$ cat src/rtl/peripheral_dbg_jsp_pkg.sv
// Shared register map, bit positions and helpers for the multi-channel JTAG serial port.
package peripheral_dbg_jsp_pkg;

  typedef enum logic [2:0] {
    REG_DATA  = 3'd0,
    REG_IER   = 3'd1,
    REG_IIR   = 3'd2,
    REG_LSR   = 3'd3,
    REG_RXCNT = 3'd4,
    REG_TXCNT = 3'd5
  } reg_e;

  localparam int IER_RX    = 0;
  localparam int IER_TX    = 1;
  localparam int IIR_RX    = 0;
  localparam int IIR_TX    = 1;
  localparam int LSR_RX_NE = 0;
  localparam int LSR_OVF   = 1;
  localparam int LSR_TX_NF = 5;
  localparam int LSR_TX_E  = 6;

  localparam int CNT_SAT = 255;

  function automatic logic [7:0] sat_cnt(input int unsigned cnt);
    logic [31:0] c;
    c = cnt;
    return (cnt > CNT_SAT) ? 8'hFF : c[7:0];
  endfunction

endpackage

$ cat src/rtl/peripheral_dbg_jsp_fifo.sv
// 8-bit synchronous FIFO with occupancy count; a full FIFO accepts push when popped the same cycle.
module peripheral_dbg_jsp_fifo #(
  parameter int DEPTH = 16
) (
  input  logic                     clk,
  input  logic                     rst,
  input  logic                     push,
  input  logic                     pop,
  input  logic [7:0]               din,
  output logic [7:0]               dout,
  output logic                     full,
  output logic                     empty,
  output logic [$clog2(DEPTH):0]   count
);

  localparam int PW = $clog2(DEPTH);
  localparam logic [PW:0] FULL_CNT = DEPTH[PW:0];

  logic [7:0]    mem [DEPTH];
  logic [PW-1:0] wr_ptr;
  logic [PW-1:0] rd_ptr;
  logic          do_push;
  logic          do_pop;

  assign empty   = (count == '0);
  assign full    = (count == FULL_CNT);
  assign do_pop  = pop & ~empty;
  assign do_push = push & (~full | do_pop);
  assign dout    = mem[rd_ptr];

  always_ff @(posedge clk or posedge rst) begin
    if (rst) begin
      wr_ptr <= '0;
      rd_ptr <= '0;
      count  <= '0;
    end else begin
      if (do_push) wr_ptr <= wr_ptr + 1'b1;
      if (do_pop)  rd_ptr <= rd_ptr + 1'b1;
      case ({do_push, do_pop})
        2'b10:   count <= count + 1'b1;
        2'b01:   count <= count - 1'b1;
        default: count <= count;
      endcase
    end
  end

  // Storage carries no reset; emptiness is tracked by the pointers and count.
  always_ff @(posedge clk) begin
    if (do_push) mem[wr_ptr] <= din;
  end

endmodule

$ cat src/rtl/peripheral_dbg_jsp_mc_wb.sv
// Multi-channel JSP Wishbone target: per-channel RX/TX FIFOs, 16550-style registers, shared interrupt.
module peripheral_dbg_jsp_mc_wb
  import peripheral_dbg_jsp_pkg::*;
#(
  parameter int CHANNELS   = 4,
  parameter int FIFO_DEPTH = 16,
  parameter int ADR_WIDTH  = $clog2(CHANNELS) + 3,
  localparam int CW        = (CHANNELS > 1) ? $clog2(CHANNELS) : 1
) (
  input  logic                 wb_jsp_clk_i,
  input  logic                 wb_jsp_rst_i,
  input  logic                 wb_jsp_cyc_i,
  input  logic                 wb_jsp_stb_i,
  input  logic                 wb_jsp_we_i,
  input  logic [ADR_WIDTH-1:0] wb_jsp_adr_i,
  input  logic [7:0]           wb_jsp_dat_i,
  output logic [7:0]           wb_jsp_dat_o,
  output logic                 wb_jsp_ack_o,
  output logic                 wb_jsp_err_o,
  output logic                 jsp_int_o,
  input  logic                 dbg_rx_valid_i,
  input  logic [CW-1:0]        dbg_rx_chan_i,
  input  logic [7:0]           dbg_rx_data_i,
  output logic                 dbg_rx_ready_o,
  input  logic [CW-1:0]        dbg_tx_chan_i,
  output logic                 dbg_tx_valid_o,
  output logic [7:0]           dbg_tx_data_o,
  input  logic                 dbg_tx_ready_i
);

  localparam int CNTW = $clog2(FIFO_DEPTH) + 1;

  logic [CHANNELS-1:0] rx_push, rx_pop, rx_full, rx_empty;
  logic [CHANNELS-1:0] tx_push, tx_pop, tx_full, tx_empty;
  logic [CHANNELS-1:0] chan_irq;
  logic [CHANNELS-1:0] ovf;
  logic [7:0]          rx_dout  [CHANNELS];
  logic [7:0]          tx_dout  [CHANNELS];
  logic [CNTW-1:0]     rx_count [CHANNELS];
  logic [CNTW-1:0]     tx_count [CHANNELS];
  logic [1:0]          ier      [CHANNELS];

  logic        ack_q, err_q, int_q;
  logic [7:0]  dat_q;
  logic [7:0]  rd_data;
  logic        access, chan_ok, reg_ok, hit, bad;
  int unsigned chan_num;
  logic [CW-1:0] chan_sel;
  logic [2:0]  reg_off;
  reg_e        reg_sel;
  logic        rx_chan_ok, tx_chan_ok;

  // The ack/err cycle blocks a new access, giving at most one access per two cycles.
  assign access   = wb_jsp_cyc_i & wb_jsp_stb_i & ~ack_q & ~err_q;
  assign reg_off  = wb_jsp_adr_i[2:0];
  assign reg_sel  = reg_e'(reg_off);
  assign chan_num = 32'(wb_jsp_adr_i >> 3);
  assign chan_sel = CW'(chan_num);
  assign chan_ok  = (chan_num < CHANNELS);
  assign reg_ok   = (reg_off <= 3'd5);
  assign hit      = access & chan_ok & reg_ok;
  assign bad      = access & ~(chan_ok & reg_ok);

  assign rx_chan_ok = (32'(dbg_rx_chan_i) < CHANNELS);
  assign tx_chan_ok = (32'(dbg_tx_chan_i) < CHANNELS);

  always_comb begin
    rx_push = '0;
    rx_pop  = '0;
    tx_push = '0;
    tx_pop  = '0;
    for (int c = 0; c < CHANNELS; c++) begin
      rx_push[c] = dbg_rx_valid_i & (32'(dbg_rx_chan_i) == c);
      tx_pop[c]  = dbg_tx_ready_i & (32'(dbg_tx_chan_i) == c);
      rx_pop[c]  = hit & ~wb_jsp_we_i & (reg_sel == REG_DATA) & (chan_num == c);
      tx_push[c] = hit &  wb_jsp_we_i & (reg_sel == REG_DATA) & (chan_num == c);
    end
  end

  for (genvar c = 0; c < CHANNELS; c++) begin : g_chan
    peripheral_dbg_jsp_fifo #(.DEPTH(FIFO_DEPTH)) u_rx (
      .clk   (wb_jsp_clk_i),
      .rst   (wb_jsp_rst_i),
      .push  (rx_push[c]),
      .pop   (rx_pop[c]),
      .din   (dbg_rx_data_i),
      .dout  (rx_dout[c]),
      .full  (rx_full[c]),
      .empty (rx_empty[c]),
      .count (rx_count[c])
    );

    peripheral_dbg_jsp_fifo #(.DEPTH(FIFO_DEPTH)) u_tx (
      .clk   (wb_jsp_clk_i),
      .rst   (wb_jsp_rst_i),
      .push  (tx_push[c]),
      .pop   (tx_pop[c]),
      .din   (wb_jsp_dat_i),
      .dout  (tx_dout[c]),
      .full  (tx_full[c]),
      .empty (tx_empty[c]),
      .count (tx_count[c])
    );

    assign chan_irq[c] = (ier[c][IER_RX] & ~rx_empty[c]) | (ier[c][IER_TX] & tx_empty[c]);
  end

  always_comb begin
    rd_data = '0;
    if (chan_ok) begin
      case (reg_sel)
        REG_DATA:  rd_data = rx_empty[chan_sel] ? 8'h00 : rx_dout[chan_sel];
        REG_IER:   rd_data = {6'b0, ier[chan_sel]};
        REG_IIR: begin
          rd_data[IIR_RX] = ier[chan_sel][IER_RX] & ~rx_empty[chan_sel];
          rd_data[IIR_TX] = ier[chan_sel][IER_TX] & tx_empty[chan_sel];
        end
        REG_LSR: begin
          rd_data[LSR_RX_NE] = ~rx_empty[chan_sel];
          rd_data[LSR_OVF]   = ovf[chan_sel];
          rd_data[LSR_TX_NF] = ~tx_full[chan_sel];
          rd_data[LSR_TX_E]  = tx_empty[chan_sel];
        end
        REG_RXCNT: rd_data = sat_cnt(32'(rx_count[chan_sel]));
        REG_TXCNT: rd_data = sat_cnt(32'(tx_count[chan_sel]));
        default:   rd_data = '0;
      endcase
    end
  end

  always_ff @(posedge wb_jsp_clk_i or posedge wb_jsp_rst_i) begin
    if (wb_jsp_rst_i) begin
      ack_q <= 1'b0;
      err_q <= 1'b0;
      dat_q <= '0;
      int_q <= 1'b0;
      ovf   <= '0;
      for (int c = 0; c < CHANNELS; c++) ier[c] <= '0;
    end else begin
      ack_q <= hit;
      err_q <= bad;
      int_q <= |chan_irq;
      if (access) dat_q <= (hit & ~wb_jsp_we_i) ? rd_data : 8'h00;
      for (int c = 0; c < CHANNELS; c++) begin
        // A byte is lost only if the debug side is not draining in the same cycle.
        if (tx_push[c] & tx_full[c] & ~tx_pop[c])
          ovf[c] <= 1'b1;
        else if (hit & ~wb_jsp_we_i & (reg_sel == REG_LSR) & (chan_num == c))
          ovf[c] <= 1'b0;
        if (hit & wb_jsp_we_i & (reg_sel == REG_IER) & (chan_num == c))
          ier[c] <= wb_jsp_dat_i[1:0];
      end
    end
  end

  assign wb_jsp_ack_o = ack_q;
  assign wb_jsp_err_o = err_q;
  assign wb_jsp_dat_o = dat_q;
  assign jsp_int_o    = int_q;

  assign dbg_rx_ready_o = rx_chan_ok & ~rx_full[dbg_rx_chan_i];
  assign dbg_tx_valid_o = tx_chan_ok & ~tx_empty[dbg_tx_chan_i];
  assign dbg_tx_data_o  = dbg_tx_valid_o ? tx_dout[dbg_tx_chan_i] : 8'h00;

endmodule
$ cat config.mk
export PLATFORM = sky130hd
export DESIGN_NAME = peripheral_dbg_jsp_mc_wb
export DESIGN_NICKNAME = d
export VERILOG_FILES = /design/src/rtl/peripheral_dbg_jsp_pkg.sv /design/src/rtl/peripheral_dbg_jsp_fifo.sv /design/src/rtl/peripheral_dbg_jsp_mc_wb.sv
export SDC_FILE = /design/constraint.sdc
export NUM_CORES = 1
export LEC_CHECK = 0
export CORE_UTILIZATION = 50
export DETAILED_ROUTE_END_ITERATION = 16
export GPL_ROUTABILITY_DRIVEN = 0
export GPL_TIMING_DRIVEN = 0
export PLACE_DENSITY = 0.73
export SYNTH_ARGS = -nofsm -noshare
export SYNTH_HDL_FRONTEND = slang
export SYNTH_SLANG_ARGS = --single-unit
$ cat constraint.sdc
create_clock -name wb_jsp_clk_i -period 8.94 [get_ports wb_jsp_clk_i]
set_input_delay 1.341 -clock wb_jsp_clk_i [delete_from_list [all_inputs] [get_ports wb_jsp_clk_i]]
set_output_delay 1.341 -clock wb_jsp_clk_i [all_outputs]
set_load 0.02 [all_outputs]
# == Word level (Yosys, flattened, before mapping) ==
# Memories as Yosys holds them, arrays and structs flattened.
# Index checks and enable logic that the tools add are counted.
# word_totals
regBits,127
ram_bits,1024
out_inout_bits,21
word_cells,326
mem_count,8
# op_classes
n_addsub,32
magnitude_cmp,7
eq_ne,38
mux,67
n_bitwise,113
n_reduce_logical,25
# mem_list
memory,depth,width,rd,rd_ports_with_merged_regs,write_ports,line_no,text
g_chan[0].u_rx.mem,16,8,1,0,1,peripheral_dbg_jsp_fifo.sv:19,logic [7:0] mem [DEPTH];
g_chan[0].u_tx.mem,16,8,1,0,1,peripheral_dbg_jsp_fifo.sv:19,
g_chan[1].u_rx.mem,16,8,1,0,1,peripheral_dbg_jsp_fifo.sv:19,
g_chan[1].u_tx.mem,16,8,1,0,1,peripheral_dbg_jsp_fifo.sv:19,
g_chan[2].u_rx.mem,16,8,1,0,1,peripheral_dbg_jsp_fifo.sv:19,
g_chan[2].u_tx.mem,16,8,1,0,1,peripheral_dbg_jsp_fifo.sv:19,
2 more memories,n/a,n/a,n/a,n/a,n/a,n/a,
# ops
op,count
$pmux 5 s2,8
$and 1x1->1,71
$add 4x1->4 const B,16
$mux 8,8
$add 5x1->5 const B,8
$eq 5x5->1 const B,8
$logic_not 5->1,8
$sub 5x1->5 const B,8
$bmux 8 s2,2
$logic_not 32->1,1
$mux 1,31
$eq 2x2->1 const B,14
$not 1->1,28
$reduce_bool 2->1,12
$eq 2x1->1 const B,11
$bmux 5 s2,2
$mux 5,4
$bmux 1 s2,6
$lt 2x3->1 const B,4
$or 1x1->1,12
$pmux 2 s6,1
$pmux 3 s3,1
$eq 3x2->1 const B,2
$eq 3x3->1 const B,2
10 further kinds,14

# == Logic depth before layout (Yosys ltp) ==
# depth
ltp_word,13
mapped_depth,17
mapped_depth_nobuf,14

# == Modules after synthesis ==
# Synthesis repeated with hierarchy kept, for this count alone.
# hier_totals
hier_cells,2654
area_unflattened_um2,48571.6
# by_module_without_submodules
module,n_inst,cells_each,area_each_um2
peripheral_dbg_jsp_fifo at g_chan[1].u_tx ...,3,314,5826.8
peripheral_dbg_jsp_fifo at g_chan[0].u_rx ...,3,298,5750.5
peripheral_dbg_jsp_fifo at g_chan[3].u_rx,1,319,5833.1
peripheral_dbg_jsp_fifo at g_chan[3].u_tx,1,308,5793.1
peripheral_dbg_jsp_mc_wb,1,191,2213.4

# == Least setup slack after synthesis ==
# OpenSTA, ideal clock, no wires.
# synth_timing
kind,input -> register
from,input port wb_jsp_adr_i[2]
to,register g_chan[0].u_rx.count[4]
setup_ps,125
arrival_time_ps,4155
setup_slack_ps,4659
stages,17
n_path_buf,3
cell_sequence,buf_2 nor3_4 nand3_4 nor4_4 o21a_1 buf_6 inv_4 ha_1 clkbuf_1 xor2_1 ha_1 o21a_1 o22a_1 a21oi_1 xor2_1 nor2_1 xor2_1
# synth_via
elab_chain_cells,10
word_cells_on_any_way,13
classes_between,order compare (1); eq/ne (2); mux (1); bitwise (7); reduce/logical (2)
# synth_rtl
element,line_no,text
from (decl),peripheral_dbg_jsp_mc_wb.sv:15,"input logic [ADR_WIDTH-1:0] wb_jsp_adr_i,"
$le 3x3->1,peripheral_dbg_jsp_mc_wb.sv:60,assign reg_ok = (reg_off <= 3'd5);
$and 1x1->1,peripheral_dbg_jsp_mc_wb.sv:61,assign hit = access & chan_ok & reg_ok;
$and 1x1->1,peripheral_dbg_jsp_mc_wb.sv:75,rx_pop[c] = hit & ~wb_jsp_we_i & (reg_sel == REG_DATA) & (chan_num == c);
$and 1x1->1 * (2 in a row),peripheral_dbg_jsp_mc_wb.sv:75,
$and 1x1->1 *,peripheral_dbg_jsp_fifo.sv:27,assign do_pop = pop & ~empty;
net g_chan[0].u_rx.do_pop,peripheral_dbg_jsp_fifo.sv:23,logic do_pop;
$or 1x1->1,peripheral_dbg_jsp_fifo.sv:28,assign do_push = push & (~full | do_pop);
$and 1x1->1,peripheral_dbg_jsp_fifo.sv:28,
$eq 2x1->1 or $eq 2x2->1 (tied branches),peripheral_dbg_jsp_fifo.sv:39,"case ({do_push, do_pop})"
$pmux 5 s2 or $reduce_bool 2->1 (tied branches),n/a,
to (signal assigned),peripheral_dbg_jsp_fifo.sv:40,2'b10: count <= count + 1'b1;
to (signal assigned),peripheral_dbg_jsp_fifo.sv:41,2'b01: count <= count - 1'b1;
to (signal assigned),peripheral_dbg_jsp_fifo.sv:42,default: count <= count;
to (decl),peripheral_dbg_jsp_fifo.sv:13,output logic [$clog2(DEPTH):0] count
# The timed path passes the listed nets; every way through them passes the cells marked *.
# A chain may end at the register's enable or synchronous reset.

# == Worst setup path after layout ==
# layout_timing
from,input port dbg_tx_chan_i[0]
to,output port dbg_tx_data_o[2]
# layout_via
elab_chain_cells,5
word_cells_on_any_way,7
classes_between,mux (6); bitwise (1)
# layout_rtl
element,line_no,text
from (decl),peripheral_dbg_jsp_mc_wb.sv:25,"input logic [CW-1:0] dbg_tx_chan_i,"
$not 2->3 (implied by the code),peripheral_dbg_jsp_mc_wb.sv:163,assign dbg_tx_data_o = dbg_tx_valid_o ? tx_dout[dbg_tx_chan_i] : 8'h00;
$bmux 8 s2,peripheral_dbg_jsp_mc_wb.sv:163,
$mux 8 (implied by the code) (2 in a row),peripheral_dbg_jsp_mc_wb.sv:163,
$mux 8 *,peripheral_dbg_jsp_mc_wb.sv:163,
to (decl),peripheral_dbg_jsp_mc_wb.sv:27,"output logic [7:0] dbg_tx_data_o,"
# Mark *: on every way between the ends. The rest lies on a longest branch, timed or not. The select of a mux whose other input is x is not followed.

==> impl_metrics.ini <==
[pwr]
pwr-share-seq_pct = 45.4
cellPowerDensity_mw_per_mm2 = 258
share_comb_of_total_power_pct = 20.4
power.share.switching_pct = 27.4
p_int_mw = 10.1
leakagePower_nw = 17.7
p_sw_mw = 3.80
clkPwrFrac_pct = 34.2
ir_drop_mv = 0.234

[clock_network]
cts_htree_levels = 3
clock_path_buffers = 3
path_clk_slew_ps = 60
postCtsSetupBuffers = 0
cts_resized = 0
cts.sinks = 1151
ctsHoldBuffers = 0
cts_tree = done
clk_latency_ps = 720
root_buffer = clkbuf_16
cts_buffers = 114

[route]
wirelength_um = 107000
remaining_drc_errors = 0
routed-via-count = 25100
first_iter_violations = 2744
routed_via_density = 6.06
routedWlPerCell_um = 25.8
dr.pass1.iters = 5
postRouteAntennaNets = 0

[min_path]
hold_path_class = reg2reg
holdPathStages = 1
min_from = g_chan[3].u_rx.count[4]$_DFFE_PP0P_
hold_path_end = g_chan[3].u_rx.count[4]$_DFFE_PP0P_

[cells_and_area]
drive_above_1_share_pct = 19.3
syn_to_final_growth_pct = 13.2
fillCellCount = 6861
nNetsFinal = 2893

[worst_setup_path]
required_ps = 7600
rr_endpoint = g_chan[0].u_rx.count[4]$_DFFE_PP0P_
r2r_cells = 17
cp.arrival_ps = 4860
max_stage_delay_ps = 720
rrSetupSlack_ps = 5080
crit_fanout = 10
cpMostUsedCell = clkdlybuf4s50_1
startpoint = dbg_tx_chan_i[0]
cp-end-kind = primary output
critical-path-top-delay-family = buffers and inverters
start_kind = primary input
cp_num_buf_inv = 4
criticalPathCategory = in2out
cp_cell_sequence = clkdlybuf4s50_1 > clkbuf_1 > inv_1 > or3_1 > o22ai_1 > a21oi_1 > o21ai_0 > clkdlybuf4s50_1
cp_slowest_cell = clkdlybuf4s50_1
reg2reg_from = g_chan[0].u_rx.count[1]$_DFFE_PP0P_

[floorplanning]
dieArea_sq_mm = 0.0961
die_h_um = 310
core_sq_mm = 0.0936
die_w_um = 310
initial_core_util_pct = 50.7
io_pins = 53
rows = 112

[grt]
overflow = 0
grt_pass1_vias = 25400
grt_max_degree = 70
antenna_found_initial = 4
track_usage_pct = 22.6
grt_pass1_wl_um = 160000

[sta]
maxSlewViolCount = 0
post-route-period-util_pct = 69.3
tns_ps = 0
hold_ws_ps = 516
final.setup_skew_ps = 26.6
clock.fmax_mhz = 161
hold_viol = 0
fin_crit_ps = 6200
relSlewSlack_pct = 7.01
setup_viol = 0
worst_slew_pin_slew_ps = 1380
grt_setup_unrepaired = no

[flow_run]
cap_violations = 0

[synthesis]
async_flop_share_pct = 11.0
synth_area_sq_mm = 0.0474
yosysTopAreaCell = edfxtp_1
synth.distinct_cells = 69
synthFlopType = edfxtp_1
synth-edff-count = 1024
yosys-top-cells-area = edfxtp_1, mux4_2, dfrtp_1
synth_warnings = 0
syn_inst = 2597
syn_nets = 2703
ys_ff_latch = 1151
syn_avg_cell_area_sq_um = 18.3
ys_seq_area_share_pct = 71.5
synth_top_area_share_pct = 64.8

[place]
io_buffers = 51
place.detailed.hpwl_um = 71000

[run_status]
status = complete, no violations
[cell families after synthesis]
group / count (synthesis) / share of synthesized area (%)
adders and majority gates: 74 / 2.05
muxes: 412 / 14.7
xor gates and xnor gates: 88 / 1.63
DFF: 1151 / 71.5
and+or+nand+nor: 449 / 4.88
buffers and inverters: 182 / 1.70
AOI/OAI and AO/OA: 241 / 3.47
[flip-flops by register name (all words and copies together), names as in the netlist]
register and flops:
ier 8, jsp_int_o 1, g_chan.u_rx.wr_ptr 16, g_chan.u_tx.mem 512
ovf 4, g_chan.u_tx.rd_ptr 16, g_chan.u_tx.count 20, wb_jsp_err_o 1
g_chan.u_rx.count 20, g_chan.u_rx.rd_ptr 16, wb_jsp_ack_o 1, g_chan.u_rx.mem 512
g_chan.u_tx.wr_ptr 16, wb_jsp_dat_o 8
[how the worst max path moves through the flow]
stage,end,slack [ps],depth (start not counted)
finish,dbg_tx_data_o[2],2740,8
global route,dbg_tx_data_o[6],2680,8
CTS,dbg_tx_data_o[2],2830,8
detailed placement,dbg_tx_data_o[2],2850,8
global placement,g_chan[3].u_rx.wr_ptr[0]$_DFFE_PP0P_,1690,2
floorplan,g_chan[0].u_rx.count[0]$_DFFE_PP0P_,4210,1
[layer usage]
layer	track usage (%)	part of all wire [%]
met2	37.1	49
met1	31.0	40
met3	4.36	8.1
met5	0	0.038
met4	6.32	2.5
[power groups by stage]
| stage | clock network [mW] | registers, mW | logic, mW |
|---|---|---|---|
| after floorplan | 0 | 6.34 | 1.96 |
| after global placement | 0 | 6.39 | 2.70 |
| after detailed placement | 0 | 6.40 | 2.81 |
| after CTS | 4.79 | 6.29 | 2.83 |
| after global routing | 4.99 | 6.32 | 3.04 |
| final | 4.74 | 6.30 | 2.83 |
[cell usage after synthesis (all sizes together) (23+ instances only)]
cell type  number
edfxtp       1024
mux4          226
mux2i         160
dfrtp         127
nand2         106
nor2          101
a22oi          88
buf            81
ha             68
nand3          59
inv            57
xnor2          55
and2           45
o21ai          44
clkbuf         43
nor3           37
xor2           33
a21oi          31
mux2           26
nor2b          23
[through the flow]
stage	total power, mW	cells	setup slack [ps]	cell area (sq um)	utilization, %
after detailed placement	9.21	3923	2850	49900	53.3
after floorplan	8.30	2597	4210	47400	-
after global placement	9.09	3902	1690	49500	52.9
final	13.9	4143	2740	53700	57.3
after global routing	14.4	4142	2680	53700	57.3
after CTS	13.9	4140	2830	53600	57.3
[final cells by class]
| cell class | instances | area [sq um] | area share [%] |
|---|---|---|---|
| Buffer | 124 | 584 | 1.09 |
| Antenna cell | 1 | 2.50 | 0.00466 |
| Multi-Input combinational cell | 1264 | 12800 | 23.8 |
| Clock buffer | 155 | 3160 | 5.88 |
| Sequential cell | 1151 | 33900 | 63.2 |
| Inverter | 58 | 225 | 0.420 |
| Tap cell | 1254 | 1570 | 2.92 |
| Clock inverter | 62 | 601 | 1.12 |
| Timing Repair Buffer | 74 | 841 | 1.57 |
[cell usage in the layout (no fill, tap or decap), types with 26 or more instances in the layout]
| cell type | synthesis | final |
|---|---|---|
| xor2_1 | 33 | 33 |
| mux4_2 | 226 | 226 |
| edfxtp_1 | 1024 | 1024 |
| nand2_1 | 106 | 106 |
| clkdlybuf4s50_1 | 0 | 35 |
| mux2_2 | 26 | 26 |
| nor2_1 | 101 | 101 |
| a22oi_1 | 88 | 88 |
| mux2i_1 | 160 | 160 |
| inv_1 | 56 | 55 |
| nand3_1 | 57 | 57 |
| and2_1 | 45 | 45 |
| xnor2_1 | 55 | 55 |
| dfrtp_1 | 127 | 127 |
| buf_2 | 47 | 65 |
| clkbuf_16 | 0 | 115 |
| o21ai_0 | 44 | 44 |
| clkbuf_1 | 43 | 70 |
| ha_1 | 68 | 68 |
| a21oi_1 | 31 | 31 |
Note: power is estimated with default switching activity, not from simulation.
